`config.mk`:
```
export PLATFORM = sky130hd
export DESIGN_NAME = inst_prefetch_queue
export DESIGN_NICKNAME = d
export VERILOG_FILES = /design/src/rtl/inst_prefetch_queue.sv
export SDC_FILE = /design/constraint.sdc
export NUM_CORES = 1
export LEC_CHECK = 0
export ABC_AREA = 1
export CAP_MARGIN = 20
export CORE_AREA = 4 4 122 240
export CTS_CLUSTER_DIAMETER = 80
export DETAILED_ROUTE_END_ITERATION = 12
export DIE_AREA = 0 0 126 244
export PLACE_DENSITY = 0.76
export SLEW_MARGIN = 20
export SYNTH_ARGS = -nofsm -noshare
export SYNTH_HDL_FRONTEND = slang
export SYNTH_SLANG_ARGS = --single-unit
```
`constraint.sdc`:
```
create_clock -name clk -period 5.7 [get_ports clk]
set_input_delay 1.425 -clock clk [delete_from_list [all_inputs] [get_ports clk]]
set_output_delay 1.425 -clock clk [all_outputs]
set_load 0.01 [all_outputs]
```
`src/rtl/inst_prefetch_queue.sv`:
```
// Instruction prefetch queue: fetches sequential words over a req/ack memory port
// into a small first-word-fall-through FIFO that feeds the IF_ID register.
module inst_prefetch_queue #(
    parameter int          DEPTH    = 4,
    parameter logic [31:0] RESET_PC = 32'h0000_0000,
    parameter logic [31:0] NOP_INST = 32'h0000_0013
) (
    input  logic                       clk,
    input  logic                       reset,
    output logic                       imem_req,
    output logic [31:0]                imem_addr,
    input  logic                       imem_ack,
    input  logic [31:0]                imem_rdata,
    input  logic                       IFWrite,
    input  logic                       flush,
    input  logic [31:0]                redirect_addr,
    output logic                       inst_valid,
    output logic [31:0]                Instruction_if,
    output logic [31:0]                PC,
    output logic [$clog2(DEPTH):0]     queue_count,
    output logic [1:0]                 fsm_state
);

    localparam int AW = $clog2(DEPTH);
    localparam logic [AW:0] FULL_COUNT = (AW+1)'(DEPTH);
    localparam logic [31:0] RESET_PC_W = {RESET_PC[31:2], 2'b00};

    localparam logic [1:0] ST_IDLE    = 2'd0;
    localparam logic [1:0] ST_REQ     = 2'd1;
    localparam logic [1:0] ST_DISCARD = 2'd2;

    // Handshakes: imem_req rises with a stable imem_addr and stays high until the
    // single-cycle imem_ack that carries imem_rdata; the consumer pops the head
    // entry on any edge where inst_valid & IFWrite are both high and flush is low.

    logic [1:0]    state, state_next;
    logic [31:0]   req_addr, req_addr_next;
    logic [31:0]   fetch_pc, fetch_pc_next;
    logic [AW-1:0] head, tail;
    logic [AW:0]   count, count_next;
    logic [31:0]   pc_mem   [DEPTH];
    logic [31:0]   inst_mem [DEPTH];

    logic        push, pop, room;
    logic [31:0] redirect_pc;
    logic        unused_redirect_bits;

    assign redirect_pc          = {redirect_addr[31:2], 2'b00};
    assign unused_redirect_bits = ^redirect_addr[1:0];

    assign inst_valid = (count != '0);
    assign pop        = inst_valid & IFWrite & ~flush;
    assign push       = (state == ST_REQ) & imem_ack & ~flush;

    always_comb begin
        count_next = count;
        if (flush) begin
            count_next = '0;
        end else begin
            count_next = count + {{AW{1'b0}}, push} - {{AW{1'b0}}, pop};
        end
    end

    // A new request may only start when the slot it will land in is guaranteed free.
    assign room = (count_next < FULL_COUNT);

    always_comb begin
        state_next    = state;
        req_addr_next = req_addr;
        fetch_pc_next = fetch_pc;
        case (state)
            ST_IDLE: begin
                if (flush) begin
                    fetch_pc_next = redirect_pc;
                    req_addr_next = redirect_pc;
                    state_next    = ST_REQ;
                end else if (room) begin
                    req_addr_next = fetch_pc;
                    state_next    = ST_REQ;
                end
            end
            ST_REQ: begin
                if (imem_ack && flush) begin
                    fetch_pc_next = redirect_pc;
                    req_addr_next = redirect_pc;
                end else if (flush) begin
                    // Address stays on the bus so the stale handshake can finish.
                    fetch_pc_next = redirect_pc;
                    state_next    = ST_DISCARD;
                end else if (imem_ack) begin
                    fetch_pc_next = req_addr + 32'd4;
                    if (room) begin
                        req_addr_next = req_addr + 32'd4;
                    end else begin
                        state_next = ST_IDLE;
                    end
                end
            end
            ST_DISCARD: begin
                if (flush) begin
                    fetch_pc_next = redirect_pc;
                end
                if (imem_ack) begin
                    req_addr_next = flush ? redirect_pc : fetch_pc;
                    state_next    = ST_REQ;
                end
            end
            default: begin
                state_next = ST_IDLE;
            end
        endcase
    end

    always_ff @(posedge clk or posedge reset) begin
        if (reset) begin
            state    <= ST_IDLE;
            req_addr <= RESET_PC_W;
            fetch_pc <= RESET_PC_W;
        end else begin
            state    <= state_next;
            req_addr <= req_addr_next;
            fetch_pc <= fetch_pc_next;
        end
    end

    always_ff @(posedge clk or posedge reset) begin
        if (reset) begin
            head  <= '0;
            tail  <= '0;
            count <= '0;
        end else if (flush) begin
            head  <= '0;
            tail  <= '0;
            count <= '0;
        end else begin
            if (push) begin
                tail <= tail + 1'b1;
            end
            if (pop) begin
                head <= head + 1'b1;
            end
            count <= count_next;
        end
    end

    // Payload storage needs no reset: count gates visibility of every entry.
    always_ff @(posedge clk) begin
        if (push) begin
            pc_mem[tail]   <= req_addr;
            inst_mem[tail] <= imem_rdata;
        end
    end

    assign imem_req       = (state == ST_REQ) || (state == ST_DISCARD);
    assign imem_addr      = req_addr;
    assign Instruction_if = inst_valid ? inst_mem[head] : NOP_INST;
    assign PC             = inst_valid ? pc_mem[head] : fetch_pc;
    assign queue_count    = count;
    assign fsm_state      = state;

endmodule

```
==> qor.yml, run 1 <==
skew_ns: 0.02123
rsz0062_at_grt: "false"
post-cts-setup-buffers: 0
synth_cell_types: 39
num_vias: 12230
synth_top_cell_by_area: "edfxtp_1"
nets: 1854
root_buffer: "clkbuf_16"
startpoint_type: "flip-flop"
synth_top_cells_by_count: "nand2_1 (376), nor2_1 (324), edfxtp_1 (256)"
yosysTopAreaCellShare_pct: 50.01
syn_area_per_cell_um2: 9.345
power-per-cell-area_mw_per_mm2: 540.9
finalInstanceArea_mm2: 0.01824
clk_pin_slew_ns: 0.07
ctsResizeCount: 0
worst_skew_pair.late_latency_ns: 0.56
synthCells: 1645
arrival_ns: 3.26
numCtsBuffers: 27
vias_per_cell: 5.699
antenna_found_initial: 0
finalSetupViolCount: 0
ys_seq_area_share_pct: 61.89
coreArea_mm2: 0.02755
io_pins: 172
worstMarginPinSlew_ns: 0.9122
firstDrtPassIters: 7
multi_input_area_mm2: 0.005101
hold_path_class: "flip-flop to flip-flop"
required_ns: 4.28
path_max_fanout: 78
start_util_pct: 55.80
die_h_um: 244
placed_area_mm2: 0.01734
finalSetupTns_ns: 0
synth_area_mm2: 0.01537
dp_hpwl_um: 26250
synth_fp_nets: 1726
cts_tree: "built"
synth-main-ff-cell: "edfxtp_1"
status: "finished clean"
synth_edf_count: 256
grt_pass1_wl_um: 64220
drc_errors: 0
num_rows: 86
synthMostInstantiatedCell: "nand2_1"
fin_crit_ns: 4.687
place_ws_ns: 0.8612
antenna_cells: 0
synthTopCellsByArea: "edfxtp_1 (50%), dfrtp_1 (12%), nand2_1 (9.2%)"
syn2layout_area_growth_pct: 18.64
slew_violations: 0
register_area_mm2: 0.009519
slew_headroom_pct: 39.10
grt_pass1_vias: 12260
clock.fmax_ghz: 0.2134
fill_cells: 2208
htree_num_levels: 1
drt-total-wl_um: 41420
fin_crit_sh_pct: 82.23
grt_max_degree: 79
final_layout_size_suffix_gt1_share_pct: 5.574
gp_congestion: 1.062
setup_ws_ns: 1.013
yosys_warnings: 0
ir_worst_vdd_v: 0.0005348
wl_per_cell_um: 19.30
clockBufferDepth: 3
hold_buffers: 0
cp-end-kind: "primary output"
async_reset_ff_share_pct: 22.19
ant_nets: 0
groute.usage.overall_pct: 26.59
max_cap_violations: 0
port-buffer-count: 169
fp.dieW_um: 126
grt-ovfl-total: 0
first_iter_violations: 978
dieArea_mm2: 0.03074
synth-seq-cells: 329
worstSetupPathType: "flip-flop to primary output"
hold_violations: 0
leakage_nw: 7.051
clkSinkCount: 329
layout make-up:
type                            instances  area share, %
Clock buffer                           38          4.274
Clock inverter                         12         0.6243
Inverter                              103          2.134
Multi-Input combinational cell       1122          27.97
Sequential cell                       329          52.20
Tap cell                              352          2.415
Timing Repair Buffer                  190          10.39
cells in the final DEF, fill, tap and decap left out, types with 4 or more instances in the layout:
cell type          n
a21oi_1           51
clkdlybuf4s50_1  168
o22ai_1           24
o21ai_0          186
a21boi_0           8
a22oi_1           11
dfrtp_1           71
edfxtp_1         256
nand2_2            6
nand3_1           37
buf_12             4
inv_2             10
ha_1              10
nor2_1           318
nand3b_1           6
inv_1             90
buf_4             17
clkbuf_1           7
nor3_1            13
xnor2_1            5
nand2_1          376
nor2_2             7
clkbuf_16         29
nor2_4             8
a31oi_1           17
o21ai_1           18
worst max-delay path: stages (launching register included):
cell,delay (ns)
dfrtp_4,0.72
inv_2,0.12
buf_4,0.59
o21ai_0,0.21
o22ai_1,0.19
nand2_1,0.10
o21ai_1,0.16
clkdlybuf4s50_1,0.57
state kept, by name (all words and copies together), names as in the netlist:
signal,flops
head,2
imem_addr,32
fsm_state,2
queue_count,3
tail,2
pc_mem,128
inst_mem,128
fetch_pc,32
kinds of logic (layout without fill, tap and decap cells):
kind of cell	Yosys count	count (layout)	share of synthesized area, %
buf+inv	194	343	5.201
compound gates	327	327	11.54
xor+xnor	8	8	0.4558
flops	329	329	61.89
fa+ha+maj	12	12	1.026
simple gates	775	775	19.88
stage by stage:
stage	power, W	utilization (%)	hold WS, ns	instances
2_1_floorplan	0.005925	-	0.4530	1645
3_3_place_gp	0.007922	62.96	0.4677	2096
3_5_place_dp	0.008031	62.96	0.4824	2096
4_1_cts	0.009885	66.21	0.4991	2146
5_1_grt	0.01047	66.21	0.5335	2146
6_report	0.009865	66.21	0.5018	2146
path summary, 6_finish.rpt:
path | from | to | slack, ns | depth (start not counted)
max | head[0] | PC[20] | 1.01 | 7
min | fetch_pc[0] | fetch_pc[0] | 0.50 | 2
max reg2reg | queue_count[1] | imem_addr[1] | 1.86 | 21
min reg2reg | fetch_pc[0] | fetch_pc[0] | 0.50 | 2
max in group asynchronous | reset | imem_addr[8] | 3.31 | 3
min in group asynchronous | reset | imem_addr[31] | 1.31 | 2
power by group:
group | switching (W) | internal, W | total [W]
clock | 0.000846 | 0.00101 | 0.00186
combinational | 0.00262 | 0.00179 | 0.00442
sequential | 0.000519 | 0.00307 | 0.00359
per-layer routing:
metal	track usage [%]	up-vias	wire (µm)
met5	0	-	0
met1	31.55	5771	15030
li1	-	5785	-
met3	2.645	144	2513
met2	46.86	530	21480
met4	14.97	0	2388
(Power assumes the default switching activity.)
==> run 2: changes to the inputs <==
clock period = 4.6 ns   (was 5.7 ns; I/O delays follow)
==> run 2 against run 1 <==
Compared with the run above:
- combinational power up 25%
- sequential power up 24%
- final area up 0.98%
==> qor.yml, run 2 (synthesis results as in run 1) <==
status: "finished clean"
post-cts-setup-buffers: 0  # unchanged
port-buffer-count: 169  # unchanged
grt_max_degree: 65  # -18%
clockBufferDepth: 3  # unchanged
combPwrFrac_pct: 44.2  # -0.6 points
seq_power_share_pct: 35.5  # -0.9 points
largest_registers: "inst_mem (128), pc_mem (128)"
slew_violations: 0  # unchanged
arrival_ns: 3.10  # -0.16 ns
dr_wl_met3_um: 2696  # +7.3%
drc_errors: 0  # unchanged
hold_path_class: "flip-flop to flip-flop"
grt-ovfl-total: 0  # unchanged
vias_per_cell: 5.684  # -0.27%
finalSetupTns_ns: 0  # unchanged
root_buffer: "clkbuf_16"
grt_pass1_vias: 12010  # -2.0%
cts_tree: "built"
ctsResizeCount: 0  # unchanged
crit_start: "head[0]"
internal_power_w: 0.007535  # +28%
path_max_fanout: 55  # -29%
antenna_found_initial: 0  # unchanged
groute.usage.overall_pct: 26.73  # +0.15 points
cp-end-kind: "primary output"
required_ns: 3.45  # -0.83 ns
ir_worst_vdd_v: 0.0008211  # +54%
wl_met1_um: 14990  # -0.32%
dieArea_mm2: 0.03074  # unchanged
hold_violations: 0  # unchanged
max_cap_violations: 0  # unchanged
first_iter_violations: 1121  # +15%
clkSinkCount: 329  # unchanged
die_h_um: 244  # unchanged
final_common_cell: "nand2_1"
slew_headroom_pct: 34.30  # -4.8 points
gp_congestion: 0.9989  # -5.9%
worst_skew_pair.late_latency_ns: 0.55  # about the same
clock.fmax_ghz: 0.2352
leakage_nw: 7.145  # +1.3%
drt-total-wl_um: 41900  # +1.2%
coreArea_mm2: 0.02755  # unchanged
hold_buffers: 0  # unchanged
p_clk_share_pct: 20.3  # +1.4 points
worstSetupPathType: "flip-flop to primary output"
dp_hpwl_um: 26870  # +2.4%
holdWs_ns: 0.4919  # -0.009937 ns
numCtsBuffers: 27  # unchanged
min_from: "fetch_pc[0]"
htree_num_levels: 1  # unchanged
wl_met2_um: 22010  # +2.4%
fin_crit_sh_pct: 92.42
final_layout_size_suffix_gt1_share_pct: 6.323  # +0.75 points
worstMarginPinSlew_ns: 0.9844  # +0.07216 ns
dr.max_layer_used: "met4"
start_util_pct: 55.80  # unchanged
placed_cells: 2105  # +0.43%
num_rows: 86  # unchanged
clk_pin_slew_ns: 0.08  # about the same
wl_per_cell_um: 19.44  # +0.73%
power-per-cell-area_mw_per_mm2: 680.0  # +26%
grt_pass1_wl_um: 64450  # +0.36%
num_vias: 12250  # +0.15%
switching_share_pct: 39.83  # -0.59 points
rsz0062_at_grt: "false"
firstDrtPassIters: 5  # -2
nets: 1863  # +0.49%
power_switching_w: 0.004988  # +25%
fin_crit_ns: 4.251
io_pins: 172  # unchanged
syn2layout_area_growth_pct: 19.80
ant_nets: 0  # unchanged
final_cell_mix: "nand2_1 (376), nor2_1 (318), edfxtp_1 (256)"
fp.dieW_um: 126  # unchanged
r2r_start: "queue_count[1]"
antenna_cells: 0  # unchanged
fin_util_pct: 66.86  # +0.65 points
final_cells: 2155  # +0.42%
skew_ns: 0.01012  # -0.01111 ns
startpoint_type: "flip-flop"
finalSetupViolCount: 0  # unchanged
## run 2: layout make-up
cell class / instances / area (µm²)
Clock buffer: 31 / 710.7
Tap cell: 352 / 440.4
Timing Repair Buffer: 199 / 1974
Sequential cell: 329 / 9519
Multi-Input combinational cell: 1122 / 5096
Clock inverter: 19 / 286.5
Fill cell: 2213 / 9130
Inverter: 103 / 389.1
## run 2: stage by stage
step                setup slack, ns  area [µm²]  power (W)
CTS                          0.3484       18420    0.01255
global route                 0.1474       18420    0.01328
detailed placement           0.3966       17420    0.01000
floorplan                   -0.4259       15370   0.007342
finish                       0.3485       18420    0.01252
global placement             0.4732       17420   0.009867
## run 2: final timing paths
check                                    endpoint  slack [ns]  cells past startpoint
worst min register to register        fetch_pc[0]        0.49                      2
max in group asynchronous             fetch_pc[7]        2.73                      3
worst min-delay path                  fetch_pc[0]        0.49                      2
min in group asynchronous           imem_addr[24]        1.11                      2
worst max-delay path            Instruction_if[1]        0.35                      4
worst max register to register       imem_addr[1]        0.88                     21
## run 2: worst max-delay path, stage by stage (launching register included)
cell and delay, ns:
dfrtp_4 0.71, buf_4 0.58, nor2_1 0.10, o311ai_0 0.49
clkdlybuf4s50_1 0.63
## run 2: routing by layer
layer	up-vias	GRT usage [%]
li1	5794	-
met2	533	48.09
met3	119	2.710
met5	-	0
met1	5802	31.28
met4	0	13.99
## run 2: power groups by stage
stage | clock network (W) | registers, W | logic (W)
after floorplan | 0 | 0.00429 | 0.00305
after global placement | 0 | 0.00447 | 0.00540
after detailed placement | 0 | 0.00450 | 0.00551
after CTS | 0.00258 | 0.00444 | 0.00554
after global routing | 0.00268 | 0.00452 | 0.00608
final | 0.00254 | 0.00445 | 0.00553
